`config.mk`:
```
export PLATFORM = sky130hd
export DESIGN_NAME = reg_file
export DESIGN_NICKNAME = d
export VERILOG_FILES = /design/src/rtl/reg_file_pkg.sv /design/src/rtl/reg_file_read_port.sv /design/src/rtl/reg_file.sv
export SDC_FILE = /design/constraint.sdc
export NUM_CORES = 2
export LEC_CHECK = 0
export CORE_MARGIN = 8
export CORE_UTILIZATION = 30
export CTS_CLUSTER_SIZE = 25
export DETAILED_ROUTE_END_ITERATION = 8
export GPL_ROUTABILITY_DRIVEN = 0
export PLACE_DENSITY = 0.48
export SLEW_MARGIN = 10
export SYNTH_ARGS = -nofsm -noshare
export SYNTH_HDL_FRONTEND = slang
export SYNTH_SLANG_ARGS = --single-unit
```
`constraint.sdc`:
```
create_clock -name clk -period 8.2 [get_ports clk]
set_input_delay 1.64 -clock clk [delete_from_list [all_inputs] [get_ports clk]]
set_output_delay 1.64 -clock clk [all_outputs]
set_load 0.02 [all_outputs]
```
`src/rtl/reg_file_pkg.sv`:
```
// Widths, shared types and the clear-sequencer state encoding for the integer register file.
package reg_file_pkg;
    localparam int REG_WIDTH     = 32;
    localparam int RF_ADDR_WIDTH = 5;
    localparam int RF_NUM_REGS   = 2 ** RF_ADDR_WIDTH;

    typedef logic [RF_ADDR_WIDTH-1:0] rf_addr_t;
    typedef logic [REG_WIDTH-1:0]     reg_val_t;

    typedef enum logic {
        RF_CLEAR = 1'b0,
        RF_RUN   = 1'b1
    } rf_state_t;
endpackage

```
`src/rtl/reg_file_read_port.sv`:
```
// One synchronous read port: clear/zero/bypass/array priority mux feeding an enable-gated output register.
module reg_file_read_port
    import reg_file_pkg::*;
#(
    parameter int REG_WIDTH     = reg_file_pkg::REG_WIDTH,
    parameter int RF_ADDR_WIDTH = reg_file_pkg::RF_ADDR_WIDTH,
    parameter bit ZERO_REG_EN   = 1'b1
) (
    input  logic                     clk,
    input  logic                     rst,
    input  logic                     in_clear,
    input  logic                     ready,
    input  logic                     wr_en,
    input  logic [RF_ADDR_WIDTH-1:0] wr_addr,
    input  logic [REG_WIDTH-1:0]     wr_val,
    input  logic                     rd_en,
    input  logic [RF_ADDR_WIDTH-1:0] rd_addr,
    input  logic [REG_WIDTH-1:0]     arr_val,
    output logic [REG_WIDTH-1:0]     rd_val
);
    logic [REG_WIDTH-1:0] rd_val_q;
    logic [REG_WIDTH-1:0] rd_val_d;

    always_comb begin
        rd_val_d = rd_val_q;
        if (rd_en) begin
            if (in_clear) begin
                rd_val_d = '0;
            end else if (ZERO_REG_EN && (rd_addr == '0)) begin
                rd_val_d = '0;
            end else if (wr_en && ready && (wr_addr == rd_addr)) begin
                // Forward the write landing this same edge so readers never see stale data.
                rd_val_d = wr_val;
            end else begin
                rd_val_d = arr_val;
            end
        end
    end

    always_ff @(posedge clk) begin
        if (rst) begin
            rd_val_q <= '0;
        end else begin
            rd_val_q <= rd_val_d;
        end
    end

    assign rd_val = rd_val_q;
endmodule

```
`src/rtl/reg_file.sv`:
```
// Integer register file: storage, writeback write port, clear-on-reset sequencer and two read ports.
//   state    | meaning
//   RF_CLEAR | sweeping entries to zero, one per cycle; writes dropped, reads return 0
//   RF_RUN   | sweep done, ready high; normal read/write operation
module reg_file
    import reg_file_pkg::*;
#(
    parameter int REG_WIDTH     = reg_file_pkg::REG_WIDTH,
    parameter int RF_ADDR_WIDTH = reg_file_pkg::RF_ADDR_WIDTH,
    parameter bit ZERO_REG_EN   = 1'b1
) (
    input  logic                     clk,
    input  logic                     rst,
    input  logic                     rf_wr_en,
    input  logic [RF_ADDR_WIDTH-1:0] rf_wr_addr,
    input  logic [REG_WIDTH-1:0]     rf_wr_val,
    input  logic                     rd0_en,
    input  logic [RF_ADDR_WIDTH-1:0] rd0_addr,
    output logic [REG_WIDTH-1:0]     rd0_val,
    input  logic                     rd1_en,
    input  logic [RF_ADDR_WIDTH-1:0] rd1_addr,
    output logic [REG_WIDTH-1:0]     rd1_val,
    output logic                     ready
);
    localparam int NUM_REGS = 2 ** RF_ADDR_WIDTH;

    rf_state_t                state_q, state_d;
    logic [RF_ADDR_WIDTH-1:0] clr_idx_q, clr_idx_d;
    logic                     ready_q, ready_d;
    logic [REG_WIDTH-1:0]     regs_q [NUM_REGS];
    logic [REG_WIDTH-1:0]     regs_d [NUM_REGS];
    logic                     wr_accept;
    logic                     in_clear;

    assign in_clear  = (state_q == RF_CLEAR);
    assign wr_accept = rf_wr_en && !(ZERO_REG_EN && (rf_wr_addr == '0));

    always_comb begin
        state_d   = state_q;
        clr_idx_d = clr_idx_q;
        ready_d   = ready_q;
        regs_d    = regs_q;
        case (state_q)
            RF_CLEAR: begin
                regs_d[clr_idx_q] = '0;
                clr_idx_d         = clr_idx_q + 1'b1;
                if (clr_idx_q == RF_ADDR_WIDTH'(NUM_REGS - 1)) begin
                    state_d = RF_RUN;
                    ready_d = 1'b1;
                end
            end
            RF_RUN: begin
                if (wr_accept) begin
                    regs_d[rf_wr_addr] = rf_wr_val;
                end
            end
            default: state_d = RF_CLEAR;
        endcase
    end

    // Storage has no reset of its own; the sweep zeroes it after rst falls.
    always_ff @(posedge clk) begin
        if (rst) begin
            state_q   <= RF_CLEAR;
            clr_idx_q <= '0;
            ready_q   <= 1'b0;
        end else begin
            state_q   <= state_d;
            clr_idx_q <= clr_idx_d;
            ready_q   <= ready_d;
            regs_q    <= regs_d;
        end
    end

    assign ready = ready_q;

    reg_file_read_port #(
        .REG_WIDTH     (REG_WIDTH),
        .RF_ADDR_WIDTH (RF_ADDR_WIDTH),
        .ZERO_REG_EN   (ZERO_REG_EN)
    ) u_rd0 (
        .clk      (clk),
        .rst      (rst),
        .in_clear (in_clear),
        .ready    (ready_q),
        .wr_en    (rf_wr_en),
        .wr_addr  (rf_wr_addr),
        .wr_val   (rf_wr_val),
        .rd_en    (rd0_en),
        .rd_addr  (rd0_addr),
        .arr_val  (regs_q[rd0_addr]),
        .rd_val   (rd0_val)
    );

    reg_file_read_port #(
        .REG_WIDTH     (REG_WIDTH),
        .RF_ADDR_WIDTH (RF_ADDR_WIDTH),
        .ZERO_REG_EN   (ZERO_REG_EN)
    ) u_rd1 (
        .clk      (clk),
        .rst      (rst),
        .in_clear (in_clear),
        .ready    (ready_q),
        .wr_en    (rf_wr_en),
        .wr_addr  (rf_wr_addr),
        .wr_val   (rf_wr_val),
        .rd_en    (rd1_en),
        .rd_addr  (rd1_addr),
        .arr_val  (regs_q[rd1_addr]),
        .rd_val   (rd1_val)
    );
endmodule

```
# Word-level counts from Yosys, hierarchy flattened
# Cells that the tools add are included.
# word_totals
reg_bits	1095
latch_bits	0
mem_bits_rw	0
romBits	0
input_bits	52
output_inout_bits	65
word_cells	89
memories	0
# classes
addsub	1
mul	0
div	0
n_lt_le_gt_ge	6
n_eq_ne	4
shift	0
muxes	21
n_bitwise	8
n_reduce_logical	12
# ops
cell	count
1024-bit one-hot mux with 2 select lines	1
1024-bit AND	1
1024-bit bitwise mux	1
1024-bit 2-to-1 mux	1
1024-bit NOT	1
32-bit 2-to-1 mux	12
32-bit binary-select mux with 5-bit select	2
32-bit demux with 5-bit select	2
6-bit greater-or-equal comparator, second input constant	4
5-bit NOT with 6-bit output	4
5-bit logical NOT	3
6-bit by 1-bit less-than comparator with 1-bit output, second input constant	2
5-bit equality test	2
1-bit logical AND	6
5-bit by 1-bit adder with 5-bit output, second input constant	1
5-bit equality test, second input constant	1
2-bit AND reduction	2
1-bit 2-to-1 mux	2
2-bit by 1-bit != test with 1-bit output, second input constant	1
1-bit NOT	2
1-bit logical NOT	1

# Logic depth before layout (Yosys ltp)
# logic_depth
depth_word	8
mapped_depth	10
depth_no_buf	6

# Cells and area by module
# From an unflattened synthesis, not the netlist that was laid out.
# hier_totals
hier_cells	6240
area_unflattened_um2	63721.1
# modules_own_cells
module	n_inst	cells_per_inst	area_each_um2	seq_area_each_um2
reg_file	1	5854	60615.6	30889.6
reg_file_read_port	2	193	1552.7	640.6

# Least setup slack after synthesis
# OpenSTA, ideal clock, no wires.
# synth_timing
path_kind	input port to flip-flop
startpoint	input port rf_wr_addr[1]
endpoint	register regs_q[224] (netlist bit), enable pin
setup_ps	432
arrival_time_ps	4495
required_time_ps	7768
slack_ps	3273
stages	8
n_path_buf	3
cell_sequence	clkbuf_1 or2_2 clkbuf_1 or2_0 nand2_1 a21o_1 clkbuf_1 a21oi_1
# synth_via
elab_chain_cells	5
# synth_lines
element	line_no	source
start: declaration	reg_file.sv:15	input logic [RF_ADDR_WIDTH-1:0] rf_wr_addr,
5-bit logical NOT	reg_file.sv:36	assign wr_accept = rf_wr_en && !(ZERO_REG_EN && (rf_wr_addr == '0));
1-bit logical NOT	reg_file.sv:36	
1-bit logical AND	reg_file.sv:36	
2-bit by 1-bit != test with 1-bit output (no line)	--	
2-bit AND reduction (no line)	--	
end signal: assignment	reg_file.sv:71	regs_q <= regs_d;
end: declaration	reg_file.sv:30	logic [REG_WIDTH-1:0] regs_q [NUM_REGS];
# No other way between the ends.
# A chain may end at the register's enable or synchronous reset.

# Final worst setup path
# layout_timing
startpoint	input port rf_wr_addr[4]
endpoint	register regs_q[509] (netlist bit), enable pin
# Same word-level chain as after synthesis.

==> flow_metrics.env <==
export IMPL_port_buffers=116
export IMPL_ctsResizeCount=0
export IMPL_fp_dieW_um=467
export IMPL_slowest_delay_ns=0.88
export IMPL_status="finished, violations left"
export IMPL_r2r_end="regs_q[277]"
export IMPL_rsz0062_at_grt="false"
export IMPL_drc=1
export IMPL_synth_edff_count=1024
export IMPL_p_sw_w=0.00384
export IMPL_postCtsSetupBuffers=0
export IMPL_relSlewSlack=0.131
export IMPL_via_per_inst=5.97
export IMPL_yosysSeqAreaShare=0.527
export IMPL_synth_avg_cell_area_um2=12.0
export IMPL_root_buffer="clkbuf_16"
export IMPL_cts_max_path_buffers=3
export IMPL_drt_iter0_markers=6346
export IMPL_syn_to_final_growth_pct=13.7
export IMPL_drive_above_1_share=0.181
export IMPL_cts_tree="built"
export IMPL_synth_cell_types=54
export IMPL_initial_utilization=0.302
export IMPL_rr_startpoint="state_q"
export IMPL_arrival_ns=5.36
export IMPL_async_flop_share=0
export IMPL_cts_sinks=1095
export IMPL_violations="design-rule violations"
export IMPL_dieArea_um2=218000
export IMPL_pin_count=117
export IMPL_clockPowerShare=0.404
export IMPL_core_area_um2=202000
export IMPL_cp_slowest_cell="a21oi_4"
export IMPL_crit_path_end="regs_q[509]"
export IMPL_tightest_slew_ns=1.30
export IMPL_seqPwrFrac=0.475
export IMPL_fmax_ghz=0.203
export IMPL_synthesis_nets=5152
export IMPL_ant_nets=0
export IMPL_hold_buffers=0
export IMPL_finalSetupViolations=0
export IMPL_min_period_ns=4.92
export IMPL_chipHeight_um=467
export IMPL_slew_viol_final=0
export IMPL_p_int_w=0.0106
export IMPL_criticalPathCategory="in2reg"
export IMPL_grt_pass1_wl_um=349000
export IMPL_avgRoutedWirePerCell_um=31.8
export IMPL_final_hold_viol_count=0
export IMPL_clk_latency_ns=0.78
export IMPL_r2r_setup_slack_ns=4.39
export IMPL_synth_seq_cells=1095
export IMPL_yosysWarnings=0
export IMPL_fin_crit_sh=0.600
export IMPL_hpwl_um=166000
export IMPL_synth_main_ff_cell="edfxtp_1"
export IMPL_tns_ns=0
export IMPL_crit_chain="clkdlybuf4s50_1 > or3_1 > or2_1 > buf_4 > nand2_1 > a21o_4 > a21oi_4 > buf_4"
export IMPL_antenna_found_initial=7
export IMPL_pwr_share_comb=0.121
export IMPL_postLayoutCoreUtil=0.343
export IMPL_drt_total_wl_um=245000
export IMPL_cts_buffers=133
export IMPL_grt_pass1_vias=43700
export IMPL_syn_cell_area_um2=61100
export IMPL_swShare=0.267
export IMPL_first_pass_iters=9
export IMPL_grt_overflow_total=0
export IMPL_fillCellCount=20000
export IMPL_hp_class="reg2reg"
export IMPL_grt_max_degree=129
export IMPL_clk_pin_slew_worst_paths_ns=0.06
export IMPL_syn_inst=5095
export IMPL_cellPowerDensity_nw_per_um2=207
export IMPL_worst_path_most_repeated_cell="buf_4"
export IMPL_required_ns=8.64
export IMPL_irDropWorstVdd_mv=0.222
export IMPL_cp_startpoint="rf_wr_addr[4]"
export IMPL_cts_max_level=4
export IMPL_reg2reg_depth=4
export IMPL_vias=46000
export IMPL_startpoint_type="input pin"
export IMPL_nets=4995
export IMPL_p_leak_nw=24.9
export IMPL_row_count=165
export IMPL_drv_cap=0
export IMPL_fin_worst_skew_ns=0.0325
export IMPL_cp_max_fo=33
export IMPL_gr_usage_all_layers=0.218
export IMPL_critPathCaptureType="register"
cells by family after synthesis:
logic type               synth area share
buffers and inverters              0.0406
AO/OA/AOI/OAI                       0.139
multiplexers                        0.207
adder cells (fa/ha/maj)           0.00102
AND/OR/NAND/NOR                    0.0836
XOR/XNOR                          0.00186
flip-flops                          0.527
state kept, by name (all words and copies together) (netlist names):
name          cells
regs_q         1024
u_rd0.rd_val     32
u_rd1.rd_val     32
clr_idx_q         5
ready             1
state_q           1
layout make-up:
class	instances	area, um^2	share of cell area
Tap cell	2672	3340	0.0481
Sequential cell	1095	32200	0.463
Inverter	32	120	0.00173
Antenna cell	3	7.51	0.000108
Clock inverter	69	547	0.00787
Timing Repair Buffer	237	2250	0.0325
Clock buffer	171	3620	0.0521
Multi-Input combinational cell	3439	27400	0.394
placed cells by master (no fill, tap or decap), types with 17 or more instances in the layout:
| master | synthesis | final |
|---|---|---|
| a22o_1 | 89 | 89 |
| edfxtp_1 | 1024 | 1024 |
| inv_1 | 31 | 21 |
| clkinv_2 | 0 | 22 |
| dfxtp_1 | 71 | 69 |
| a22oi_1 | 114 | 114 |
| o22ai_1 | 18 | 18 |
| nand3_1 | 23 | 22 |
| and2_1 | 49 | 48 |
| o221ai_1 | 47 | 47 |
| buf_4 | 27 | 110 |
| a21oi_1 | 71 | 26 |
| nand2_1 | 1072 | 1055 |
| clkinv_1 | 1 | 35 |
| a21oi_4 | 0 | 46 |
| nor2_1 | 103 | 95 |
| clkdlybuf4s50_1 | 0 | 107 |
| clkbuf_16 | 0 | 138 |
| mux4_2 | 476 | 476 |
| clkbuf_1 | 385 | 29 |
| mux2i_1 | 191 | 191 |
| o21ai_1 | 111 | 111 |
| o21ai_0 | 902 | 902 |
| nand2_2 | 0 | 17 |
critical path: cells and delay by family:
kind                   cells  cell delay [ns]
AOI/OAI and AO/OA          2             1.47
and+or+nand+nor            3             0.60
buffers and inverters      3             1.57
worst min path at each step:
stage / startpoint / endpoint / slack [ns] / cells after the start
final: u_rd0.rd_val[5] / u_rd0.rd_val[5] / 0.45 / 2
after global routing: u_rd0.rd_val[8] / u_rd0.rd_val[8] / 0.47 / 2
after CTS: u_rd0.rd_val[5] / u_rd0.rd_val[5] / 0.46 / 2
after detailed placement: u_rd0.rd_val[5] / u_rd0.rd_val[5] / 0.45 / 2
after global placement: u_rd0.rd_val[8] / u_rd0.rd_val[8] / 0.45 / 2
after floorplan: u_rd0.rd_val[0] / u_rd0.rd_val[0] / 0.52 / 2
metrics by stage:
step	instance area [um^2]	worst slack [ns]	hold slack, ns	instances	total power [W]
after floorplan	61100	3.27	0.522	5095	0.00792
final	69400	3.28	0.454	7718	0.0144
after global routing	69400	3.24	0.474	7715	0.0148
after global placement	65100	2.49	0.446	7469	0.00859
after detailed placement	65200	2.54	0.451	7472	0.00863
after CTS	69300	3.32	0.457	7712	0.0144
power groups by stage:
| stage | logic [W] | clock network, W | registers [W] |
|---|---|---|---|
| after floorplan | 0.00113 | 0 | 0.00678 |
| after global placement | 0.00167 | 0 | 0.00692 |
| after detailed placement | 0.00171 | 0 | 0.00693 |
| after CTS | 0.00171 | 0.00590 | 0.00681 |
| after global routing | 0.00185 | 0.00610 | 0.00686 |
| final | 0.00175 | 0.00581 | 0.00683 |
synthesized netlist by cell type (31+ instances only):
library cell  instances  share of area
inv_1                31         0.0019
mux4_2              476           0.18
a21oi_1              71         0.0058
clkbuf_1            385          0.024
o221ai_1             47         0.0067
o21ai_1             111         0.0091
a22oi_1             114          0.014
nor2_1              103         0.0063
dfxtp_1              71          0.023
and2_1               49         0.0050
edfxtp_1           1024           0.50
buf_2                77         0.0063
a22o_1               89          0.013
mux2i_1             191          0.031
o21ai_0             902          0.074
nand2_1            1072          0.066
per-layer routing:
metal	track usage	vias to the layer above	routed length [um]
li1	-	19200	-
met1	0.304	23800	102000
met2	0.330	2613	109000
met3	0.0455	414	22900
met4	0.0910	4	11200
met5	0	-	21
No activity file was read; power rests on OpenSTA's default activity.
